==> config.mk <==
export PLATFORM = sky130hd
export DESIGN_NAME = pe_reg_loader_flat
export DESIGN_NICKNAME = d
export VERILOG_FILES = /design/src/rtl/pe_reg_loader_if.sv /design/src/rtl/pe_reg_loader.sv /design/src/flat_wrapper.sv
export SDC_FILE = /design/constraint.sdc
export NUM_CORES = 1
export LEC_CHECK = 0
export CORE_ASPECT_RATIO = 1.1
export CORE_MARGIN = 5
export CORE_UTILIZATION = 40
export CTS_CLUSTER_SIZE = 14
export DETAILED_ROUTE_END_ITERATION = 8
export PLACE_DENSITY = 0.76
export RECOVER_POWER = 100
export SLEW_MARGIN = 20
export SYNTH_ARGS = -nofsm -noshare
export SYNTH_HDL_FRONTEND = slang
export SYNTH_SLANG_ARGS = --single-unit
==> constraint.sdc <==
create_clock -name CLK -period 2.6 [get_ports CLK]
set_input_delay 0.52 -clock CLK [delete_from_list [all_inputs] [get_ports CLK]]
set_output_delay 0.52 -clock CLK [all_outputs]
set_load 0.02 [all_outputs]
==> src/rtl/pe_reg_loader_if.sv <==
`default_nettype none
//------------------------------------------------------------------------------
// Module      : pe_reg_loader_if
// Description : Bundles the host load/dump streams and the PE register-file
//               bus port of the PE register loader.
//               master : loader side (accepts s_*, produces m_*, drives pe_*)
//               slave  : host + PE side
//   s_valid/s_ready/s_data   load word stream into the loader
//   m_valid/m_ready/m_data   dump word stream out of the loader
//   pe_*                     PE register-file bus port
// Revision    : 1.0 - initial release
//------------------------------------------------------------------------------
interface pe_reg_loader_if #(
   parameter int DW = 32,
   parameter int AW = 6
);
   logic          s_valid;
   logic          s_ready;
   logic [DW-1:0] s_data;
   logic          m_valid;
   logic          m_ready;
   logic [DW-1:0] m_data;
   logic [DW-1:0] pe_bus_in;
   logic [8:0]    pe_control_in;
   logic [AW-1:0] pe_control_put_in;
   logic          pe_ld;
   logic          pe_ld_write;
   logic [AW-1:0] pe_control_send;
   logic [8:0]    pe_control_out;
   logic [DW-1:0] pe_bus_out;

   modport master (
      input  s_valid, s_data, m_ready, pe_bus_out,
      output s_ready, m_valid, m_data, pe_bus_in, pe_control_in,
             pe_control_put_in, pe_ld, pe_ld_write, pe_control_send,
             pe_control_out
   );

   modport slave (
      output s_valid, s_data, m_ready, pe_bus_out,
      input  s_ready, m_valid, m_data, pe_bus_in, pe_control_in,
             pe_control_put_in, pe_ld, pe_ld_write, pe_control_send,
             pe_control_out
   );
endinterface
`default_nettype wire

==> src/rtl/pe_reg_loader.sv <==
`default_nettype none
//------------------------------------------------------------------------------
// Module      : pe_reg_loader
// Description : Host-side initiator for one PE register file. Load mode
//               writes a stream of words into consecutive register indices;
//               dump mode reads consecutive registers back out as a stream.
//   CLK        system clock (rising edge)
//   RST_N      synchronous active-low reset
//   start_load one-cycle load request, sampled in IDLE (wins over dump)
//   start_dump one-cycle dump request, sampled in IDLE
//   base_idx   first register index, sampled with start
//   count      word count 0..64 (larger values clamp to 64)
//   busy       high whenever not IDLE
//   done       one-cycle pulse at end of operation
//   bus        streams + PE bus port (pe_reg_loader_if.master)
// Revision    : 1.0 - initial release
//------------------------------------------------------------------------------
module pe_reg_loader #(
   parameter int DW = 32,
   parameter int AW = 6
) (
   input  logic            CLK,
   input  logic            RST_N,
   input  logic            start_load,
   input  logic            start_dump,
   input  logic [AW-1:0]   base_idx,
   input  logic [AW:0]     count,
   output logic            busy,
   output logic            done,
   pe_reg_loader_if.master bus
);
   localparam logic [8:0]    C_SEL_BUS = 9'b000010000;
   localparam logic [AW:0]   C_MAX_CNT = {1'b1, {AW{1'b0}}};
   localparam logic [AW:0]   C_REM_ONE = {{AW{1'b0}}, 1'b1};
   localparam logic [AW-1:0] C_IDX_ONE = {{(AW-1){1'b0}}, 1'b1};

   typedef enum logic [2:0] {
      S_IDLE     = 3'd0,
      S_LOAD     = 3'd1,
      S_DUMP_SEL = 3'd2,
      S_DUMP_OUT = 3'd3,
      S_DONE     = 3'd4
   } state_t;

   state_t        r_state;
   state_t        w_next;
   logic [AW-1:0] r_idx;
   logic [AW:0]   r_rem;
   logic [DW-1:0] r_bus_in;
   logic [AW-1:0] r_put_in;
   logic          r_ld_write;
   logic [8:0]    r_control_in;
   logic [DW-1:0] r_m_data;
   logic          r_m_valid;
   logic [AW:0]   w_clamp;
   logic          w_s_ready;
   logic          w_s_fire;
   logic          w_m_fire;

   assign w_clamp   = (count > C_MAX_CNT) ? C_MAX_CNT : count;
   // After the last word is accepted LOAD lingers one cycle with rem==0 so the
   // final registered strobe finishes before DONE; s_ready is already low.
   assign w_s_ready = (r_state == S_LOAD) && (r_rem != '0);
   assign w_s_fire  = w_s_ready && bus.s_valid;
   assign w_m_fire  = (r_state == S_DUMP_OUT) && r_m_valid && bus.m_ready;

   always_ff @(posedge CLK) begin
      if (!RST_N) r_state <= S_IDLE;
      else        r_state <= w_next;
   end

   always_comb begin
      w_next = r_state;
      unique case (r_state)
         S_IDLE: begin
            if (start_load)
               w_next = (w_clamp == '0) ? S_DONE : S_LOAD;
            else if (start_dump)
               w_next = (w_clamp == '0) ? S_DONE : S_DUMP_SEL;
         end
         S_LOAD:     if (r_rem == '0) w_next = S_DONE;
         S_DUMP_SEL: w_next = S_DUMP_OUT;
         S_DUMP_OUT: if (w_m_fire) w_next = (r_rem == C_REM_ONE) ? S_DONE : S_DUMP_SEL;
         S_DONE:     w_next = S_IDLE;
         default:    w_next = S_IDLE;
      endcase
   end

   always_ff @(posedge CLK) begin
      if (!RST_N) begin
         r_idx        <= '0;
         r_rem        <= '0;
         r_bus_in     <= '0;
         r_put_in     <= '0;
         r_ld_write   <= 1'b0;
         r_control_in <= '0;
         r_m_data     <= '0;
         r_m_valid    <= 1'b0;
      end else begin
         // Write strobe and input-mux select live for exactly one cycle.
         r_ld_write   <= 1'b0;
         r_control_in <= '0;
         unique case (r_state)
            S_IDLE: begin
               if (start_load || start_dump) begin
                  r_idx <= base_idx;
                  r_rem <= w_clamp;
               end
            end
            S_LOAD: begin
               if (w_s_fire) begin
                  r_bus_in     <= bus.s_data;
                  r_put_in     <= r_idx;
                  r_ld_write   <= 1'b1;
                  r_control_in <= C_SEL_BUS;
                  r_idx        <= r_idx + C_IDX_ONE;
                  r_rem        <= r_rem - C_REM_ONE;
               end
            end
            S_DUMP_SEL: begin
               // Read selects were on the bus all cycle; capture the result.
               r_m_data  <= bus.pe_bus_out;
               r_m_valid <= 1'b1;
            end
            S_DUMP_OUT: begin
               if (w_m_fire) begin
                  r_m_valid <= 1'b0;
                  r_idx     <= r_idx + C_IDX_ONE;
                  r_rem     <= r_rem - C_REM_ONE;
               end
            end
            default: ;
         endcase
      end
   end

   assign busy                  = (r_state != S_IDLE);
   assign done                  = (r_state == S_DONE);
   assign bus.s_ready           = w_s_ready;
   assign bus.m_valid           = r_m_valid;
   assign bus.m_data            = r_m_data;
   assign bus.pe_bus_in         = r_bus_in;
   assign bus.pe_control_in     = r_control_in;
   assign bus.pe_control_put_in = r_put_in;
   assign bus.pe_ld             = (r_state != S_IDLE);
   assign bus.pe_ld_write       = r_ld_write;
   assign bus.pe_control_send   = (r_state == S_DUMP_SEL) ? r_idx : '0;
   assign bus.pe_control_out    = (r_state == S_DUMP_SEL) ? C_SEL_BUS : 9'd0;
endmodule
`default_nettype wire

==> src/flat_wrapper.sv <==
// flat-port wrapper written by rule: the top's interface ports become plain ports
module pe_reg_loader_flat 
#(
   parameter int DW = 32,
   parameter int AW = 6
)
  (CLK, RST_N, start_load, start_dump, base_idx, count, busy, done, bus_s_valid, bus_s_data, bus_m_ready, bus_pe_bus_out, bus_s_ready, bus_m_valid, bus_m_data, bus_pe_bus_in, bus_pe_control_in, bus_pe_control_put_in, bus_pe_ld, bus_pe_ld_write, bus_pe_control_send, bus_pe_control_out);
  pe_reg_loader_if #(.DW(DW), .AW(AW)) bus_i ();
  input  logic CLK;
  input  logic RST_N;
  input  logic start_load;
  input  logic start_dump;
  input  logic [AW-1:0] base_idx;
  input  logic [AW:0] count;
  output logic busy;
  output logic done;
  input wire logic [$bits(bus_i.s_valid)-1:0] bus_s_valid;
  input wire logic [$bits(bus_i.s_data)-1:0] bus_s_data;
  input wire logic [$bits(bus_i.m_ready)-1:0] bus_m_ready;
  input wire logic [$bits(bus_i.pe_bus_out)-1:0] bus_pe_bus_out;
  output wire logic [$bits(bus_i.s_ready)-1:0] bus_s_ready;
  output wire logic [$bits(bus_i.m_valid)-1:0] bus_m_valid;
  output wire logic [$bits(bus_i.m_data)-1:0] bus_m_data;
  output wire logic [$bits(bus_i.pe_bus_in)-1:0] bus_pe_bus_in;
  output wire logic [$bits(bus_i.pe_control_in)-1:0] bus_pe_control_in;
  output wire logic [$bits(bus_i.pe_control_put_in)-1:0] bus_pe_control_put_in;
  output wire logic [$bits(bus_i.pe_ld)-1:0] bus_pe_ld;
  output wire logic [$bits(bus_i.pe_ld_write)-1:0] bus_pe_ld_write;
  output wire logic [$bits(bus_i.pe_control_send)-1:0] bus_pe_control_send;
  output wire logic [$bits(bus_i.pe_control_out)-1:0] bus_pe_control_out;
  assign bus_i.s_valid = bus_s_valid;
  assign bus_i.s_data = bus_s_data;
  assign bus_i.m_ready = bus_m_ready;
  assign bus_i.pe_bus_out = bus_pe_bus_out;
  assign bus_s_ready = bus_i.s_ready;
  assign bus_m_valid = bus_i.m_valid;
  assign bus_m_data = bus_i.m_data;
  assign bus_pe_bus_in = bus_i.pe_bus_in;
  assign bus_pe_control_in = bus_i.pe_control_in;
  assign bus_pe_control_put_in = bus_i.pe_control_put_in;
  assign bus_pe_ld = bus_i.pe_ld;
  assign bus_pe_ld_write = bus_i.pe_ld_write;
  assign bus_pe_control_send = bus_i.pe_control_send;
  assign bus_pe_control_out = bus_i.pe_control_out;
  pe_reg_loader #(.DW(DW), .AW(AW)) u_core (.CLK(CLK), .RST_N(RST_N), .start_load(start_load), .start_dump(start_dump), .base_idx(base_idx), .count(count), .busy(busy), .done(done), .bus(bus_i));
endmodule
Word-level counts from Yosys, hierarchy flattened
Cells that the tools add are included.

Bits of input ports: 83. Output and inout port bits: 100. Register bits after elaboration: 97. Word-level logic and storage cells: 62.

Add/sub/neg operators: 2. Reduce and logical (&&, ||, !) cells: 17. $lt $le $gt $ge: 1. Mux-type cells: 23. Eq/ne operators: 10.

Operators with widths (count): $mux 7 (4); $mux 6 (4); $mux 3 (7); $pmux 7 s3 (1); $pmux 6 s3 (1); $logic_not 7->1 (2); $pmux 3 s4 (1); $mux 5 (2); $eq 7x1->1 const B (1); $gt 7x7->1 const B (1); $reduce_bool 7->1 (1); $sub 7x1->7 const B (1); $add 6x1->6 const B (1); $eq 3x2->1 const B (2); $ne 2x1->1 const B (3); $reduce_and 2->1 (3); $reduce_bool 3->1 (2); $logic_and 1x1->1 (4); $reduce_and 4->1 (1); $eq 3x1->1 const B (1); $eq 3x3->1 const B (1); $logic_not 3->1 (1); $ne 3x3->1 const B (1); $reduce_and 3->1 (1); 5 further kinds (6).

Longest topological paths before layout
Gate-level depths: netlist of the first run.

Depth after elaboration: 7. Mapped depth: 9.

Least setup slack after synthesis of the first run
OpenSTA, ideal clock, no wires.

Path type: reg-to-output. From: register u_core.r_rem[0]. To: output port bus_s_ready. Cell stages (with the launch flop): 6. Path buffers: 0. Setup slack: 0.634 ns. Arrival: 1.446 ns. Data required time: 2.080 ns. Cell sequence: dfxtp_1 -> inv_1 -> ha_1 -> nor2b_1 -> and2_1 -> nor3_1.

Cells in the longest elaborated chain, start to end: 2.

RTL lines: from (decl) (RTL line pe_reg_loader.sv:48) `logic [AW:0] r_rem;`; from (signal assigned) (RTL line pe_reg_loader.sv:107) `r_rem <= w_clamp;`; from (signal assigned) (RTL line pe_reg_loader.sv:117) `r_rem <= r_rem - C_REM_ONE;`; from (signal assigned) (RTL line pe_reg_loader.sv:129) `r_rem <= r_rem - C_REM_ONE;`; $reduce_bool 7->1 (RTL line pe_reg_loader.sv:63) `assign w_s_ready = (r_state == S_LOAD) && (r_rem != '0);`; $logic_and 1x1->1 (RTL line pe_reg_loader.sv:63); to (decl) (RTL line flat_wrapper.sv:21) `output wire logic [$bits(bus_i.s_ready)-1:0] bus_s_ready;`.

No other way between the ends.

Final worst setup path of the first run
Same ends and word-level chain as after synthesis.

==> results of run 1 <==
metal layers:
layer | routed length, um | up-vias | GRT usage
met2 | 5200 | 134 | 0.298
met1 | 4840 | 1712 | 0.213
met4 | 218 | 0 | 0.0691
met5 | 0 | - | 0
li1 | - | 1902 | -
met3 | 935 | 17 | 0.0682
power groups by stage:
stage               clock network, mW  registers [mW]  logic, mW
floorplan                           0            2.13       1.49
global placement                    0            1.94       2.57
detailed placement                  0            1.95       2.63
CTS                             0.989            1.92       2.63
global route                     1.06            1.97       2.74
finish                          0.962            1.92       2.49
cell usage in the layout, fill, tap and decap left out, types with 2 or more instances in the layout:
cell type / synthesis / final
nand2_1: 166 / 166
clkdlybuf4s50_1: 0 / 87
dfxtp_1: 88 / 87
dlygate4sd3_1: 0 / 77
a21boi_0: 74 / 76
conb_1: 1 / 16
nor2_1: 14 / 14
o21ai_0: 12 / 12
a21oi_1: 10 / 10
clkbuf_8: 0 / 10
and3_1: 8 / 8
buf_4: 22 / 8
nand3_1: 6 / 6
o211ai_1: 6 / 6
inv_1: 5 / 5
nand3b_1: 4 / 4
ha_1: 4 / 4
nor2b_1: 3 / 3
nand2b_1: 3 / 3
nor3_1: 3 / 3
o31ai_1: 3 / 3
o22ai_1: 3 / 3
nor3b_1: 3 / 3
clkinvlp_4: 0 / 3
and2_1: 3 / 2
a21o_1: 2 / 2
o221a_2: 2 / 2
synth_stat cells (3+ instances only):
master / instances / area [um^2]
nand3_1: 6 / 30.0
nand3b_1: 4 / 30.0
nor2b_1: 3 / 18.8
a21oi_1: 10 / 50.1
o21ai_0: 12 / 60.1
inv_1: 5 / 18.8
nor2_1: 14 / 52.6
nand2_1: 166 / 623
nor3_1: 3 / 15.0
dfxtp_1: 88 / 1760
clkbuf_1: 19 / 71.3
o22ai_1: 3 / 18.8
ha_1: 4 / 50.1
and2_1: 3 / 18.8
a21boi_0: 74 / 556
o211ai_1: 6 / 45.0
and3_1: 8 / 50.1
buf_2: 8 / 40.0
buf_4: 22 / 165
o31ai_1: 3 / 22.5
nor3b_1: 3 / 22.5
nand2b_1: 3 / 18.8
worst max-delay path, delay by kind of cell, from the launching register on:
family	cells	cell delay, ns
simple gates	3	0.54
buf+inv	2	0.45
flops	1	0.41
fa+ha+maj	1	0.19
flip-flops by register name (all words and copies together) (netlist names):
name	flops
u_core.r_idx	6
u_core.r_state	3
u_core.bus.m_valid	1
u_core.bus.pe_bus_in	32
u_core.bus.pe_control_in	1
u_core.r_rem	7
u_core.bus.m_data	32
u_core.bus.pe_control_put_in	6
cell families (layout without fill, tap and decap cells):
group,after synthesis,in the layout
AO/OA/AOI/OAI,122,122
adder cells (fa/ha/maj),4,4
buffers and inverters,57,199
flip-flops,88,88
other,1,16
AND/OR/NAND/NOR,219,219
final cells by class:
type                    count  area, um^2
multi-input cells         361        1950
clock buffers              10         138
flip-flops and latches     88        1760
inverters                   6        22.5
clock inverters             6        66.3
well taps                 120         150
fillers                   890        3960
repair buffers            177        1740
final timing paths:
check                                      startpoint                     to  cells past startpoint
worst max-delay path                  u_core.r_rem[0]            bus_s_ready                      6
worst min-delay path            u_core.bus.m_data[26]  u_core.bus.m_data[26]                      2
worst max register to register        u_core.r_rem[1]        u_core.r_rem[4]                      8
worst min register to register  u_core.bus.m_data[26]  u_core.bus.m_data[26]                      2
metrics by stage:
| stage | hold slack [ns] | util |
|---|---|---|
| global placement | 0.448 | 0.577 |
| floorplan | 0.463 | - |
| global route | 0.484 | 0.596 |
| finish | 0.460 | 0.596 |
| CTS | 0.469 | 0.597 |
| detailed placement | 0.456 | 0.577 |
==> results.sh, run 1 <==
export IMPL_status="completed"
export IMPL_rrSetupSlack_ns=0.28
export IMPL_cts_sinks=88
export IMPL_initial_core_util=0.407
export IMPL_grt_use_total=0.180
export IMPL_timing_final_ws_setup_ns=0.153
export IMPL_drive_gt1_frac=0.0556
export IMPL_synth_cell_type_count=42
export IMPL_finClkSkew_ns=0.0130
export IMPL_num_vias=3765
export IMPL_cpMaxStageDelayCell="dfxtp_1"
export IMPL_drc=0
export IMPL_cts_buffers=9
export IMPL_finalMaxSlewViolations=0
export IMPL_num_nets_final=730
export IMPL_path_cells="inv_1 > ha_1 > nor2b_1 > and2_0 > nor3_1 > dlygate4sd2_1"
export IMPL_core_area_mm2=0.00979
export IMPL_clk_latency_ns=0.35
export IMPL_synth_top_family_by_area="simple AND/OR/NAND/NOR gates"
export IMPL_diodes=0
export IMPL_yosysSeqAreaShare=0.442
export IMPL_fp_row_count=38
export IMPL_die_x_um=105
export IMPL_synth_compound_area_frac=0.226
export IMPL_synth_area_mm2=0.00399
export IMPL_power_density_mw_per_mm2=921
export IMPL_fmax_mhz=409
export IMPL_worstPathArrival_ns=1.93
export IMPL_htree_levels=3
export IMPL_dp_hpwl_mm=8.28
export IMPL_p_leak_nw=2.33
export IMPL_worstPathMaxFanout=5
export IMPL_synthCells=491
export IMPL_async_reset_ff_frac=0
export IMPL_maxCapViolations=0
export IMPL_dpl_instance_area_mm2=0.00565
export IMPL_die_h_um=115
export IMPL_peakVddDrop_mv=0.448
export IMPL_synth_edff_count=0
export IMPL_comb_power_share=0.464
export IMPL_post_cts_setup_buffers=0
export IMPL_setup_tns_ns=0
export IMPL_wire_per_inst_um=14.6
export IMPL_avgSynthCellArea_um2=8.12
export IMPL_first_global_vias=3712
export IMPL_final_area_mm2=0.00584
export IMPL_wirelength_mm=11.2
export IMPL_cts_tree="yes"
export IMPL_max_slew_margin_rel=0.429
export IMPL_first_pass_iters=4
export IMPL_portBuffers=166
export IMPL_grt_pass1_wl_mm=18.1
export IMPL_clk_pin_slew_ns=0.09
export IMPL_critPathCaptureType="output pin"
export IMPL_switchingPower_mw=2.24
export IMPL_final_period_utilization=0.941
export IMPL_clockBufferDepth=2
export IMPL_power_total_mw=5.37
export IMPL_avgViaCountPerCell=4.90
export IMPL_critical_path_max_stage_delay_ns=0.41
export IMPL_setup_violations=0
export IMPL_stdcell_count=768
export IMPL_synth_simple_area_share=0.238
export IMPL_ctsResizeCount=1
export IMPL_critical_path_class="reg -> out"
export IMPL_drt_iter0_drc=237
export IMPL_clockRootBuffer="clkbuf_8"
export IMPL_io_pins=183
export IMPL_synthAdderAreaFrac=0.0126
export IMPL_grt_max_degree=40
export IMPL_gp_congestion=0.837
export IMPL_hold_buffers=0
export IMPL_synth_xor_area_frac=0
export IMPL_hold_path_class="reg -> reg"
export IMPL_pwr_share_clk=0.179
export IMPL_internal_power_mw=3.13
export IMPL_rsz0062_at_grt="no"
export IMPL_syn_to_final_growth_pct=46.4
export IMPL_yosysWarnings=0
export IMPL_grt_overflow=0
export IMPL_worst_ep_required_time_ns=2.08
export IMPL_min_period_ns=2.45
export IMPL_dp_worst_setup_slack_ns=0.144
export IMPL_start_kind="register"
export IMPL_synthMuxAreaShare=0
export IMPL_hold_viol=0
export IMPL_placed_cells=752
export IMPL_tightest_slew_ns=0.855
export IMPL_seq_power_share=0.357
export IMPL_dieArea_mm2=0.0121
export IMPL_antenna_found_initial=0
export IMPL_ys_flop_type="dfxtp_1"
export IMPL_yosys_register_bits=88
export IMPL_swShare=0.417
export IMPL_antenna_left=0
(Power assumes the default switching activity.)
==> inputs of run 2 (changes only) <==
Settings changed: PLACE_DENSITY 0.76 to 0.87, TNS_END_PERCENT from default to 100.
==> run 2 against run 1 <==
  * Final cell count shrank 0.39%
  * Clock power grew 6%
  * Flip-flop and latch count is the same
  * Core utilization shrank 0.19 points
  * Non-clock buffer count shrank 1
  * Combinational power is essentially flat
  * First-iteration DRC count shrank 4.6%
  * Via count grew 2.6%
  * Critical endpoint is now bus_pe_control_send[2]
  * Largest cell class unchanged
==> results.sh, run 2 (same netlist as run 1, synthesis figures left out) <==
export IMPL_setup_violations=0
export IMPL_drt_iter0_drc=226
export IMPL_r2r_cells=6
export IMPL_wirelength_mm=11.3
export IMPL_finClkSkew_ns=0.00747
export IMPL_mostFrequentLayoutCell="nand2_1"
export IMPL_max_slew_margin_rel=0.485
export IMPL_hold_viol=0
export IMPL_setup_tns_ns=0
export IMPL_crit_path_start="u_core.r_state[0]"
export IMPL_final_period_utilization=0.947
export IMPL_maxCapViolations=0
export IMPL_dp_hpwl_mm=8.58
export IMPL_drive_gt1_frac=0.0465
export IMPL_syn_to_final_growth_pct=45.9
export IMPL_final_area_mm2=0.00582
export IMPL_clockBufferDepth=2
export IMPL_crit_path_end="bus_pe_control_send[2]"
export IMPL_grt_overflow=0
export IMPL_first_global_vias=3835
export IMPL_dieArea_mm2=0.0121
export IMPL_rrSetupSlack_ns=0.25
export IMPL_cpMaxStageDelayCell="clkdlybuf4s50_1"
export IMPL_grt_use_total=0.183
export IMPL_portBuffers=166
export IMPL_first_pass_iters=4
export IMPL_drc=0
export IMPL_critPathTopFamily="buffers and inverters"
export IMPL_tightest_slew_ns=0.771
export IMPL_rsz0062_at_grt="no"
export IMPL_cts_sinks=88
export IMPL_core_area_mm2=0.00979
export IMPL_gp_congestion=0.869
export IMPL_die_h_um=115
export IMPL_power_density_mw_per_mm2=926
export IMPL_initial_core_util=0.407
export IMPL_htree_levels=3
export IMPL_layout_common_cells="166 x nand2_1, 88 x dfxtp_1, 87 x clkdlybuf4s50_1"
export IMPL_whs_ns=0.460
export IMPL_num_nets_final=729
export IMPL_placed_cells=751
export IMPL_clk_pin_slew_ns=0.08
export IMPL_fmax_mhz=406
export IMPL_die_x_um=105
export IMPL_finalMaxSlewViolations=0
export IMPL_fin_util=0.594
export IMPL_wire_per_inst_um=14.8
export IMPL_post_cts_setup_buffers=0
export IMPL_stdcell_count=765
export IMPL_r2r_end="u_core.r_idx[1]"
export IMPL_dpl_instance_area_mm2=0.00564
export IMPL_avgViaCountPerCell=5.05
export IMPL_clockRootBuffer="clkbuf_8"
export IMPL_diodes=0
export IMPL_hold_buffers=0
export IMPL_r2r_start="u_core.r_rem[2]"
export IMPL_num_vias=3862
export IMPL_crit_buf_inv=1
export IMPL_worst_ep_required_time_ns=2.08
export IMPL_dp_worst_setup_slack_ns=0.192
export IMPL_worstPathMaxFanout=7
export IMPL_grt_max_degree=58
export IMPL_worstPathArrival_ns=1.94
export IMPL_antenna_left=0
export IMPL_timing_final_ws_setup_ns=0.138
export IMPL_grt_pass1_wl_mm=18.1
export IMPL_cts_buffers=9
export IMPL_path_depth=3
export IMPL_critPathCaptureType="output pin"
export IMPL_critical_path_class="reg -> out"
export IMPL_start_kind="register"
export IMPL_status="completed"
export IMPL_clk_latency_ns=0.35
export IMPL_peakVddDrop_mv=0.511
export IMPL_cts_tree="yes"
export IMPL_critical_path_max_stage_delay_ns=0.61
export IMPL_path_cells="nor2_1 > and3_1 > clkdlybuf4s50_1"
export IMPL_hold_path_class="reg -> reg"
export IMPL_power_total_mw=5.39
export IMPL_p_leak_nw=2.33
export IMPL_io_pins=183
export IMPL_min_period_ns=2.46
export IMPL_antenna_found_initial=0
export IMPL_fp_row_count=38
[run 2: tightest hold or removal path, cell delays in order (launching register included)]
cell	delay, ns
dfxtp_1	0.31
nand2_1	0.04
a21boi_0	0.06
[run 2: power breakdown]
group          switching (mW)  total, mW  leakage [nW]  internal [mW]
Sequential              0.252       1.91         0.715           1.65
Combinational            1.47       2.46          1.51          0.988
Clock                   0.461       1.02         0.101          0.558
Total                    2.19       5.39          2.33           3.20
[run 2: area by class of cell]
type	instances	area (um^2)
fill	867	3980
tap	120	150
sequential	88	1760
clock buffer	11	141
multi-input combinational	361	1940
clock inverter	3	67.6
timing repair buffer	176	1740
inverter	6	22.5
[run 2: worst min-delay path by stage]
stage          cells past startpoint                startpoint                              end
6_report                           2  u_core.bus.pe_bus_in[12]         u_core.bus.pe_bus_in[12]
3_5_place_dp                       2  u_core.bus.pe_bus_in[12]         u_core.bus.pe_bus_in[12]
2_1_floorplan                      2           u_core.r_idx[5]  u_core.bus.pe_control_put_in[5]
4_1_cts                            2  u_core.bus.pe_bus_in[12]         u_core.bus.pe_bus_in[12]
5_1_grt                            2  u_core.bus.pe_bus_in[12]         u_core.bus.pe_bus_in[12]
3_3_place_gp                       2     u_core.bus.m_data[13]            u_core.bus.m_data[13]
[run 2: per-layer routing]
metal,vias to the layer above,wire [um],GRT usage
met4,0,330,0.0895
li1,1903,-,-
met3,25,1020,0.0603
met1,1768,4450,0.199
met2,166,5520,0.320
met5,-,0,0
[run 2: what timing repair did]
item                                   4_1_cts  5_1_grt
setup endpoints to repair                    1        0
gates resized for setup                      1        0
endpoints found under the hold margin        0        0
